==> config.mk <==
export PLATFORM = sky130hd
export DESIGN_NAME = fpu_arbiter_flat
export DESIGN_NICKNAME = d
export VERILOG_FILES = /design/src/rtl/fpu_arbiter_if.sv /design/src/rtl/fpu_arbiter.sv /design/src/flat_wrapper.sv
export SDC_FILE = /design/constraint.sdc
export NUM_CORES = 1
export LEC_CHECK = 0
export BUFFER_PORTS_ARGS = -buffer_cell sky130_fd_sc_hd__buf_2
export CELL_PAD_IN_SITES_DETAIL_PLACEMENT = 1
export CELL_PAD_IN_SITES_GLOBAL_PLACEMENT = 1
export CORE_UTILIZATION = 29
export DETAILED_ROUTE_END_ITERATION = 12
export PLACE_DENSITY_LB_ADDON = 0.1
export SLEW_MARGIN = 20
export SYNTH_ARGS = -nofsm -noshare
export SYNTH_HDL_FRONTEND = slang
export SYNTH_SLANG_ARGS = --single-unit
==> constraint.sdc <==
create_clock -name clk -period 2.9 [get_ports clk]
set_clock_uncertainty 0.05 [all_clocks]
set_input_delay 0.145 -clock clk [delete_from_list [all_inputs] [get_ports clk]]
set_output_delay 0.145 -clock clk [all_outputs]
set_load 0.02 [all_outputs]
==> src/rtl/fpu_arbiter_if.sv <==
// Request, response and FPU-side signals of the shared-FPU arbiter.
// The slave modport is the arbiter view; the master modport is the requester/FPU environment view.
interface fpu_arbiter_if;
  logic        req0_valid, req0_ready;
  logic [4:0]  req0_ctl;
  logic [31:0] req0_x1, req0_x2;
  logic        req1_valid, req1_ready;
  logic [4:0]  req1_ctl;
  logic [31:0] req1_x1, req1_x2;
  logic        rsp0_valid, rsp0_ready, rsp0_err;
  logic [31:0] rsp0_y;
  logic        rsp1_valid, rsp1_ready, rsp1_err;
  logic [31:0] rsp1_y;
  logic        fpu_en, fpu_ready;
  logic [4:0]  fpu_ctl;
  logic [31:0] fpu_x1, fpu_x2, fpu_y;
  logic        busy;

  modport slave (
    input  req0_valid, req0_ctl, req0_x1, req0_x2,
    input  req1_valid, req1_ctl, req1_x1, req1_x2,
    input  rsp0_ready, rsp1_ready, fpu_ready, fpu_y,
    output req0_ready, req1_ready,
    output rsp0_valid, rsp0_y, rsp0_err, rsp1_valid, rsp1_y, rsp1_err,
    output fpu_en, fpu_ctl, fpu_x1, fpu_x2, busy
  );

  modport master (
    output req0_valid, req0_ctl, req0_x1, req0_x2,
    output req1_valid, req1_ctl, req1_x1, req1_x2,
    output rsp0_ready, rsp1_ready, fpu_ready, fpu_y,
    input  req0_ready, req1_ready,
    input  rsp0_valid, rsp0_y, rsp0_err, rsp1_valid, rsp1_y, rsp1_err,
    input  fpu_en, fpu_ctl, fpu_x1, fpu_x2, busy
  );
endinterface

==> src/rtl/fpu_arbiter.sv <==
// Round-robin sharing of one FPU between two requesters, one operation in flight,
// with illegal-opcode and FPU-timeout error responses.
module fpu_arbiter #(
  parameter int CTL_MAX = 20,
  parameter int TIMEOUT = 31,
  parameter int CNT_W   = 5
) (
  input  logic          clk,
  input  logic          rstn,
  fpu_arbiter_if.slave  bus
);
  localparam logic [4:0]       CTL_LIM = 5'(CTL_MAX);
  localparam logic [CNT_W-1:0] TMO     = CNT_W'(TIMEOUT);

  typedef enum logic [1:0] {IDLE, ISSUE, WAIT, RESP} state_e;
  typedef struct packed {
    logic [4:0]  ctl;
    logic [31:0] x1;
    logic [31:0] x2;
  } op_t;

  state_e           state_q, state_d;
  op_t              op_q, op_d, sel;
  logic             owner_q, owner_d, last_q, last_d;
  logic [CNT_W-1:0] cnt_q, cnt_d;
  logic [31:0]      y_q, y_d;
  logic             err_q, err_d;
  logic             gnt0, gnt1, rsp_hs, rsp0_v, rsp1_v;

  // On contention the requester that did not win last time goes first.
  always_comb begin
    gnt0 = 1'b0;
    gnt1 = 1'b0;
    if (state_q == IDLE) begin
      if (bus.req0_valid && bus.req1_valid) begin
        gnt0 = last_q;
        gnt1 = ~last_q;
      end else begin
        gnt0 = bus.req0_valid;
        gnt1 = bus.req1_valid;
      end
    end
  end

  assign rsp0_v = (state_q == RESP) && !owner_q;
  assign rsp1_v = (state_q == RESP) &&  owner_q;
  assign rsp_hs = (rsp0_v && bus.rsp0_ready) || (rsp1_v && bus.rsp1_ready);

  always_comb begin
    state_d = state_q;
    op_d    = op_q;
    owner_d = owner_q;
    last_d  = last_q;
    cnt_d   = cnt_q;
    y_d     = y_q;
    err_d   = err_q;
    sel     = gnt1 ? {bus.req1_ctl, bus.req1_x1, bus.req1_x2}
                   : {bus.req0_ctl, bus.req0_x1, bus.req0_x2};
    case (state_q)
      IDLE: if (gnt0 || gnt1) begin
        op_d    = sel;
        owner_d = gnt1;
        last_d  = gnt1;
        if (sel.ctl > CTL_LIM) begin
          // Illegal opcode: answer directly, the FPU is never started.
          y_d     = '0;
          err_d   = 1'b1;
          state_d = RESP;
        end else begin
          state_d = ISSUE;
        end
      end
      ISSUE: begin
        cnt_d   = '0;
        state_d = WAIT;
      end
      WAIT: begin
        if (bus.fpu_ready) begin
          y_d     = bus.fpu_y;
          err_d   = 1'b0;
          state_d = RESP;
        end else if (cnt_q == TMO) begin
          y_d     = '0;
          err_d   = 1'b1;
          state_d = RESP;
        end else begin
          cnt_d = cnt_q + CNT_W'(1);
        end
      end
      RESP: if (rsp_hs) state_d = IDLE;
      default: state_d = IDLE;
    endcase
  end

  always_ff @(posedge clk) begin
    if (!rstn) begin
      state_q <= IDLE;
      op_q    <= '0;
      owner_q <= 1'b0;
      last_q  <= 1'b1;
      cnt_q   <= '0;
      y_q     <= '0;
      err_q   <= 1'b0;
    end else begin
      state_q <= state_d;
      op_q    <= op_d;
      owner_q <= owner_d;
      last_q  <= last_d;
      cnt_q   <= cnt_d;
      y_q     <= y_d;
      err_q   <= err_d;
    end
  end

  assign bus.req0_ready = gnt0;
  assign bus.req1_ready = gnt1;
  assign bus.fpu_en     = (state_q == ISSUE);
  assign bus.fpu_ctl    = op_q.ctl;
  assign bus.fpu_x1     = op_q.x1;
  assign bus.fpu_x2     = op_q.x2;
  assign bus.rsp0_valid = rsp0_v;
  assign bus.rsp1_valid = rsp1_v;
  assign bus.rsp0_y     = rsp0_v ? y_q : '0;
  assign bus.rsp1_y     = rsp1_v ? y_q : '0;
  assign bus.rsp0_err   = rsp0_v & err_q;
  assign bus.rsp1_err   = rsp1_v & err_q;
  assign bus.busy       = (state_q != IDLE);
endmodule

==> src/flat_wrapper.sv <==
// flat-port wrapper written by rule: the top's interface ports become plain ports
module fpu_arbiter_flat 
#(
  parameter int CTL_MAX = 20,
  parameter int TIMEOUT = 31,
  parameter int CNT_W   = 5
)
  (clk, rstn, bus_req0_valid, bus_req0_ctl, bus_req0_x1, bus_req0_x2, bus_req1_valid, bus_req1_ctl, bus_req1_x1, bus_req1_x2, bus_rsp0_ready, bus_rsp1_ready, bus_fpu_ready, bus_fpu_y, bus_req0_ready, bus_req1_ready, bus_rsp0_valid, bus_rsp0_y, bus_rsp0_err, bus_rsp1_valid, bus_rsp1_y, bus_rsp1_err, bus_fpu_en, bus_fpu_ctl, bus_fpu_x1, bus_fpu_x2, bus_busy);
  fpu_arbiter_if bus_i ();
  input  logic clk;
  input  logic rstn;
  input wire logic [$bits(bus_i.req0_valid)-1:0] bus_req0_valid;
  input wire logic [$bits(bus_i.req0_ctl)-1:0] bus_req0_ctl;
  input wire logic [$bits(bus_i.req0_x1)-1:0] bus_req0_x1;
  input wire logic [$bits(bus_i.req0_x2)-1:0] bus_req0_x2;
  input wire logic [$bits(bus_i.req1_valid)-1:0] bus_req1_valid;
  input wire logic [$bits(bus_i.req1_ctl)-1:0] bus_req1_ctl;
  input wire logic [$bits(bus_i.req1_x1)-1:0] bus_req1_x1;
  input wire logic [$bits(bus_i.req1_x2)-1:0] bus_req1_x2;
  input wire logic [$bits(bus_i.rsp0_ready)-1:0] bus_rsp0_ready;
  input wire logic [$bits(bus_i.rsp1_ready)-1:0] bus_rsp1_ready;
  input wire logic [$bits(bus_i.fpu_ready)-1:0] bus_fpu_ready;
  input wire logic [$bits(bus_i.fpu_y)-1:0] bus_fpu_y;
  output wire logic [$bits(bus_i.req0_ready)-1:0] bus_req0_ready;
  output wire logic [$bits(bus_i.req1_ready)-1:0] bus_req1_ready;
  output wire logic [$bits(bus_i.rsp0_valid)-1:0] bus_rsp0_valid;
  output wire logic [$bits(bus_i.rsp0_y)-1:0] bus_rsp0_y;
  output wire logic [$bits(bus_i.rsp0_err)-1:0] bus_rsp0_err;
  output wire logic [$bits(bus_i.rsp1_valid)-1:0] bus_rsp1_valid;
  output wire logic [$bits(bus_i.rsp1_y)-1:0] bus_rsp1_y;
  output wire logic [$bits(bus_i.rsp1_err)-1:0] bus_rsp1_err;
  output wire logic [$bits(bus_i.fpu_en)-1:0] bus_fpu_en;
  output wire logic [$bits(bus_i.fpu_ctl)-1:0] bus_fpu_ctl;
  output wire logic [$bits(bus_i.fpu_x1)-1:0] bus_fpu_x1;
  output wire logic [$bits(bus_i.fpu_x2)-1:0] bus_fpu_x2;
  output wire logic [$bits(bus_i.busy)-1:0] bus_busy;
  assign bus_i.req0_valid = bus_req0_valid;
  assign bus_i.req0_ctl = bus_req0_ctl;
  assign bus_i.req0_x1 = bus_req0_x1;
  assign bus_i.req0_x2 = bus_req0_x2;
  assign bus_i.req1_valid = bus_req1_valid;
  assign bus_i.req1_ctl = bus_req1_ctl;
  assign bus_i.req1_x1 = bus_req1_x1;
  assign bus_i.req1_x2 = bus_req1_x2;
  assign bus_i.rsp0_ready = bus_rsp0_ready;
  assign bus_i.rsp1_ready = bus_rsp1_ready;
  assign bus_i.fpu_ready = bus_fpu_ready;
  assign bus_i.fpu_y = bus_fpu_y;
  assign bus_req0_ready = bus_i.req0_ready;
  assign bus_req1_ready = bus_i.req1_ready;
  assign bus_rsp0_valid = bus_i.rsp0_valid;
  assign bus_rsp0_y = bus_i.rsp0_y;
  assign bus_rsp0_err = bus_i.rsp0_err;
  assign bus_rsp1_valid = bus_i.rsp1_valid;
  assign bus_rsp1_y = bus_i.rsp1_y;
  assign bus_rsp1_err = bus_i.rsp1_err;
  assign bus_fpu_en = bus_i.fpu_en;
  assign bus_fpu_ctl = bus_i.fpu_ctl;
  assign bus_fpu_x1 = bus_i.fpu_x1;
  assign bus_fpu_x2 = bus_i.fpu_x2;
  assign bus_busy = bus_i.busy;
  fpu_arbiter #(.CTL_MAX(CTL_MAX), .TIMEOUT(TIMEOUT), .CNT_W(CNT_W)) u_core (.clk(clk), .rstn(rstn), .bus(bus_i));
endmodule
==> flow_summary.yaml, run 1 <==
status:
  status: "complete, no violations"
sta:
  rsz0062_at_grt: "yes"
  hold_viol: 0
  max_clock_freq_mhz: 366
  holdWs_ns: 0.0119
  drv_slew: 0
  period_share_pct: 94.2
  finalCriticalPeriod_ns: 2.73
  setup_tns_ns: 0
  setup_viol: 0
  tightest_slew_ns: 1.07
  relSlewSlack_pct: 28.8
setup_path:
  crit_type: "reg2reg"
  start_kind: "flip-flop"
  crit_path_max_fanout: 44
  cp.arrival_ns: 2.98
  cp.required_ns: 3.15
  cp-end-kind: "flip-flop"
placed_design:
  place.gp.congestion: 0.771
  numPortBuffers: 317
  placed_area_um2: 6790
  dpl.hpwl_mm: 14.5
  place_inst: 1107
cts:
  clock_path_buffers: 2
  cts_tree: "yes"
  cts_sinks: 111
  clock_latency_ns: 0.35
  root_buffer: "clkbuf_16"
  post_cts_buffers: 0
  clk_pin_slew_worst_paths_ns: 0.07
  cts_buffers: 9
  htree_levels: 3
routing:
  drc_errors: 0
  drtIter0Drc: 270
  routed_wirelength_mm: 21.1
  via_per_inst: 4.93
  vias: 6008
  drt-pass1-iter-count: 4
  drtAntennaViolNets: 0
  post_drt_wl_per_cell_um: 17.3
floorplan:
  start_util_pct: 30.0
  die_height_um: 133
  core_um2: 16700
  die-area_um2: 17800
  die_w_um: 133
  num_rows: 47
  ios: 318
power_and_ir_drop:
  ir_drop_uv: 385
  p_leak_nw: 4.11
  power_density_nw_per_um2: 811
grt:
  grt_pass1_vias: 6493
  grt_pass1_wl_mm: 33.0
  overflow: 0
  antenna_found_initial: 1
  grt_max_degree: 79
  track_usage_pct: 23.5
layout:
  multi_input_area_um2: 2560
  num-fill-cells: 2118
  syn_to_final_growth_pct: 61.8
  utilization_pct: 48.5
  drive_gt1_share_pct: 35.8
  final_nets: 1176
  seqCellArea_um2: 2220
  finalNonFillerCells: 1219
  stdcell_area_um2: 8100
hold_path:
  hp-class: "in2reg"
synthesis:
  synth_area_per_cell_um2: 8.19
  yosysUniqueCellTypes: 37
  yosys_register_bits: 111
  synth_warnings: 0
  synth_edf_count: 0
  syn-cell-area_um2: 5010
  syn_inst: 611
  synthArstFlopShare_pct: 0
  syn_nets: 794
  ys.flop_type: "dfxtp_1"
  yosysSeqAreaShare_pct: 44.4
job:
  cap_violations: 0
[synth_stat cells, types with 2 or more instances]
cell	n	area (um2)
ha_1	6	75.1
nor2_1	77	289
and3_1	34	213
buf_4	3	22.5
clkbuf_1	41	154
a21oi_1	7	35.0
inv_1	4	15.0
a22o_1	32	280
and2_1	35	219
a311oi_1	69	604
xor2_1	2	17.5
nor2b_1	2	12.5
dfxtp_1	111	2220
nand3_1	3	15.0
buf_2	9	45.0
nand4_1	3	18.8
nand2_1	148	556
o211ai_1	2	15.0
o21a_1	2	15.0
nand2b_1	3	18.8
o221a_2	2	22.5
[logic make-up (layout without fill, tap and decap cells)]
family,Yosys count,after routing,synth area share (%)
and+or+nand+nor,311,311,27.9
AOI/OAI and AO/OA,121,121,20.8
DFF,111,111,44.4
buffers and inverters,59,446,4.87
adders and majority gates,6,6,1.50
xor gates and xnor gates,2,2,0.350
muxes,1,1,0.200
other,0,1,0
[worst paths after layout]
| check | startpoint | endpoint | slack [ns] | depth (start not counted) |
|---|---|---|---|---|
| setup / recovery | u_core.state_q[0] | u_core.bus.fpu_x2[2] | 0.17 | 9 |
| hold reg to reg | u_core.cnt_q[4] | u_core.cnt_q[4] | 0.44 | 2 |
| hold / removal | bus_req1_x2[16] | u_core.bus.fpu_x2[16] | 0.01 | 3 |
| setup reg to reg | u_core.state_q[0] | u_core.bus.fpu_x2[2] | 0.17 | 9 |
[routing by layer]
metal / routed length, um / global-route usage, % / up-vias
met5: 0 / 0 / -
met3: 1220 / 5.33 / 35
met4: 583 / 9.91 / 0
met2: 11000 / 44.2 / 204
li1: - / - / 2913
met1: 8320 / 25.0 / 2856
[critical path, stage by stage (launching register included)]
cell           delay, ns
dfxtp_1             0.38
inv_1               0.09
ha_1                0.22
buf_4               0.19
nand3_2             0.08
buf_4               0.34
buf_6               0.38
nand2_1             0.09
a311oi_1            0.27
dlygate4sd3_1       0.58
[flip-flops by register name, summed over array words and instances (netlist names)]
| name | flops |
|---|---|
| u_core.last_q | 1 |
| u_core.err_q | 1 |
| u_core.owner_q | 1 |
| u_core.cnt_q | 5 |
| u_core.y_q | 32 |
| u_core.bus.fpu_x2 | 32 |
| u_core.state_q | 2 |
| u_core.bus.fpu_x1 | 32 |
| u_core.bus.fpu_ctl | 5 |
[placed cells by master, fill, tap and decap left out, drive strengths merged, types with 2 or more instances in the layout]
| master | synthesis | final |
|---|---|---|
| a21oi | 7 | 7 |
| nor2b | 2 | 2 |
| bufinv | 0 | 3 |
| o21a | 2 | 2 |
| dlygate4sd3 | 0 | 95 |
| clkinv | 1 | 2 |
| a22o | 32 | 32 |
| a311oi | 69 | 69 |
| nand3 | 4 | 4 |
| nand2 | 148 | 148 |
| xor2 | 2 | 2 |
| and2 | 35 | 35 |
| nand4 | 3 | 3 |
| inv | 4 | 5 |
| dfxtp | 111 | 111 |
| and3 | 34 | 34 |
| nand2b | 3 | 3 |
| buf | 13 | 330 |
| ha | 6 | 6 |
| clkbuf | 41 | 10 |
| o211ai | 2 | 2 |
| o221a | 2 | 2 |
| nor2 | 77 | 77 |
[power breakdown]
part	switching (W)	leakage, nW	internal, W
Combinational	0.00189	3.03	0.00104
Sequential	0.000237	0.913	0.00195
Clock	0.000586	0.168	0.000866
Total	0.00271	4.11	0.00386
[area by class of cell]
class	count	area share [%]
repair buffers	425	32.9
multi-input cells	441	31.7
flip-flops and latches	111	27.4
well taps	220	3.40
clock buffers	10	2.95
clock inverters	6	1.33
inverters	5	0.263
diodes	1	0.0309
[per-stage QoR]
step | power (W) | setup slack [ns]
6_report | 0.00657 | 0.167
2_1_floorplan | 0.00398 | 0.707
5_1_grt | 0.00702 | -0.0520
4_1_cts | 0.00661 | 0.0603
3_3_place_gp | 0.00486 | 0.458
3_5_place_dp | 0.00498 | 0.267
[repair_timing]
action / CTS / global route
hold buffers: 95 / 0
endpoints found under the setup margin: 0 / 8
gates resized for setup: 0 / 4
hold endpoints to repair: 72 / 0
Note: power is estimated with default switching activity, not from simulation.
==> run 2, diff against run 1 <==
ABC_AREA = 1   (was not set)
SKIP_LAST_GASP = 1   (was not set)
==> flow_summary.yaml, run 2 <==
cts:
  cts_resized: 0
  htree_levels: 3
  post_cts_buffers: 0
  cts_buffers: 9
  cts_sinks: 111
  clock_path_buffers: 2
  cts_hold_buf: 0
  clock_latency_ns: 0.35
  cts_tree: "yes"
  root_buffer: "clkbuf_16"
  clk_pin_slew_worst_paths_ns: 0.07
placed_design:
  place.gp.congestion: 0.781
  post-place-ws_ns: 0.378
  numPortBuffers: 317
  place_inst: 1389
  dpl.hpwl_mm: 14.6
floorplan:
  die-area_um2: 19900
  die_height_um: 141
  core_um2: 18800
  die_w_um: 141
  num_rows: 50
  ios: 318
  start_util_pct: 29.8
routing:
  routed_wirelength_mm: 20.1
  drc_errors: 0
  vias: 6361
  via_per_inst: 4.53
  post_drt_wl_per_cell_um: 14.4
  drtIter0Drc: 217
  drtAntennaViolNets: 0
  drt-pass1-iter-count: 4
synthesis:
  synth-xor-area-share_pct: 0
  synthMuxAreaShare_pct: 0
  yosysTopAreaCell: "dfxtp_1"
  synthSimpleGateAreaFrac_pct: 32.3
  yosysMostFrequentCell: "nand2_1"
  yosysUniqueCellTypes: 26
  synth-compound-area-share_pct: 13.7
  yosys_register_bits: 111
  synth_area_per_cell_um2: 6.48
  synthArstFlopShare_pct: 0
  synth_top_area_share_pct: 39.7
  ys_top_cells_by_area: "dfxtp_1 40%, nand2_1 15%, o211ai_1 9.1%"
  synth_edf_count: 0
  syn_nets: 1047
  syn-cell-area_um2: 5600
  synth_warnings: 0
  yosysSeqAreaShare_pct: 39.7
  synth_adder_area_share_pct: 1.34
  syn_inst: 864
  synth_common_cells: "229 x nand2_1, 120 x inv_1, 111 x dfxtp_1"
  synth_top_family_by_area: "simple AND/OR/NAND/NOR gates"
  ys.flop_type: "dfxtp_1"
grt:
  met3_usage_pct: 6.32
  overflow: 0
  track_usage_pct: 20.3
  grtUsageMet1_pct: 24.2
  grt_pass1_wl_mm: 31.9
  grt_busiest_layer: "met2"
  grt_pass1_vias: 6201
  met2_usage_pct: 34.5
  antenna_found_initial: 0
  grt_max_degree: 139
layout:
  syn_to_final_growth_pct: 37.4
  final_nets: 1323
  final_cell_mix: "316 x buf_2, 227 x nand2_1, 120 x inv_1, 111 x dfxtp_1, 107 x nor2_1"
  drive_gt1_share_pct: 30.5
  utilization_pct: 40.9
  insertedDiodeCount: 0
  finalNonFillerCells: 1404
  final_common_cell: "buf_2"
setup_path:
  cp.required_ns: 2.71
  critPathMostFrequentCell: "inv_2"
  start_kind: "flip-flop"
  crit_type: "reg2out"
  crit_path_max_fanout: 47
  cp.arrival_ns: 2.37
  cp_top_family: "buffers and inverters"
  slowest_stage: "buf_6"
  slowest_delay_ns: 0.41
  crit_buf_inv: 5
  cp-end-kind: "primary output"
  path_cells: "inv_1 -> ha_1 -> nand2_1 -> inv_2 -> nand2_4 -> inv_2 -> buf_6 -> buf_2"
sta:
  finalCriticalPeriod_ns: 2.56
  setup_viol: 0
  setup_tns_ns: 0
  period_share_pct: 88.3
  relSlewSlack_pct: 55.0
  worst_slack_ns: 0.338
  rsz0062_at_grt: "no"
  drv_slew: 0
  tightest_slew_ns: 0.675
  max_clock_freq_mhz: 390
  hold_viol: 0
  holdWs_ns: 0.0583
status:
  status: "complete, no violations"
power_and_ir_drop:
  power_density_nw_per_um2: 981
  p_leak_nw: 4.27
  ir_drop_uv: 411
job:
  cap_violations: 0
hold_path:
  hp-class: "in2reg"
==> run 2: cell types whose count changed in the layout (fill, tap and decap cells not counted), moves of 31 or more <==
cell           change
a21oi_1           +31
nand3_1           +98
inv_1            +117
a311oi_1          -69
and2_1            -35
and3_1            -34
nand2_1           +79
nor2_1            +31
o211ai_1          +66
a22o_1            -32
dlygate4sd3_1     -95
==> run 2: tightest hold or removal path: cells and delay by family <==
family / cells / cell delay, ns
AO/OA/AOI/OAI: 1 / 0.05
AND/OR/NAND/NOR: 2 / 0.12
buffers and inverters: 1 / 0.09
==> run 2: layout make-up <==
class	count	area (um2)
clock buffers	12	256
clock inverters	3	42.5
fillers	2558	11100
inverters	123	462
multi-input cells	566	2670
flip-flops and latches	111	2220
well taps	260	325
repair buffers	329	1720
==> run 2: final timing paths <==
| check | start | to | slack [ns] | cells after the start |
|---|---|---|---|---|
| max reg2reg | u_core.state_q[1] | u_core.y_q[20] | 0.38 | 15 |
| min | bus_fpu_ready | u_core.cnt_q[4] | 0.06 | 4 |
| max | u_core.state_q[1] | bus_req1_ready | 0.34 | 8 |
| min reg2reg | u_core.cnt_q[4] | u_core.cnt_q[4] | 0.42 | 2 |
==> run 2: logic make-up (layout without fill, tap and decap cells) <==
logic type / count (synthesis) / count (layout)
buffers and inverters: 187 / 467
adders and majority gates: 6 / 6
DFF: 111 / 111
and+or+nand+nor: 443 / 443
AOI/OAI and AO/OA: 117 / 117
==> run 2: report_power, final <==
group          leakage [nW]  total (W)  switching (W)  internal, W
Sequential            0.919    0.00240       0.000300      0.00210
Clock                 0.145    0.00128       0.000571     0.000713
Combinational          3.21    0.00387        0.00260      0.00126
==> run 2: per-stage QoR <==
step / power, W / instance area [um2]
after global placement: 0.00628 / 7400
after global routing: 0.00824 / 7700
after CTS: 0.00766 / 7700
after detailed placement: 0.00634 / 7400
after floorplan: 0.00517 / 5600
final: 0.00755 / 7700
==> run 2: layer usage <==
layer  part of all wire, %  wire length [um]
met1                    44              8840
met2                    46              9340
met3                   8.0              1610
met4                   1.8               357
met5                     0                 0
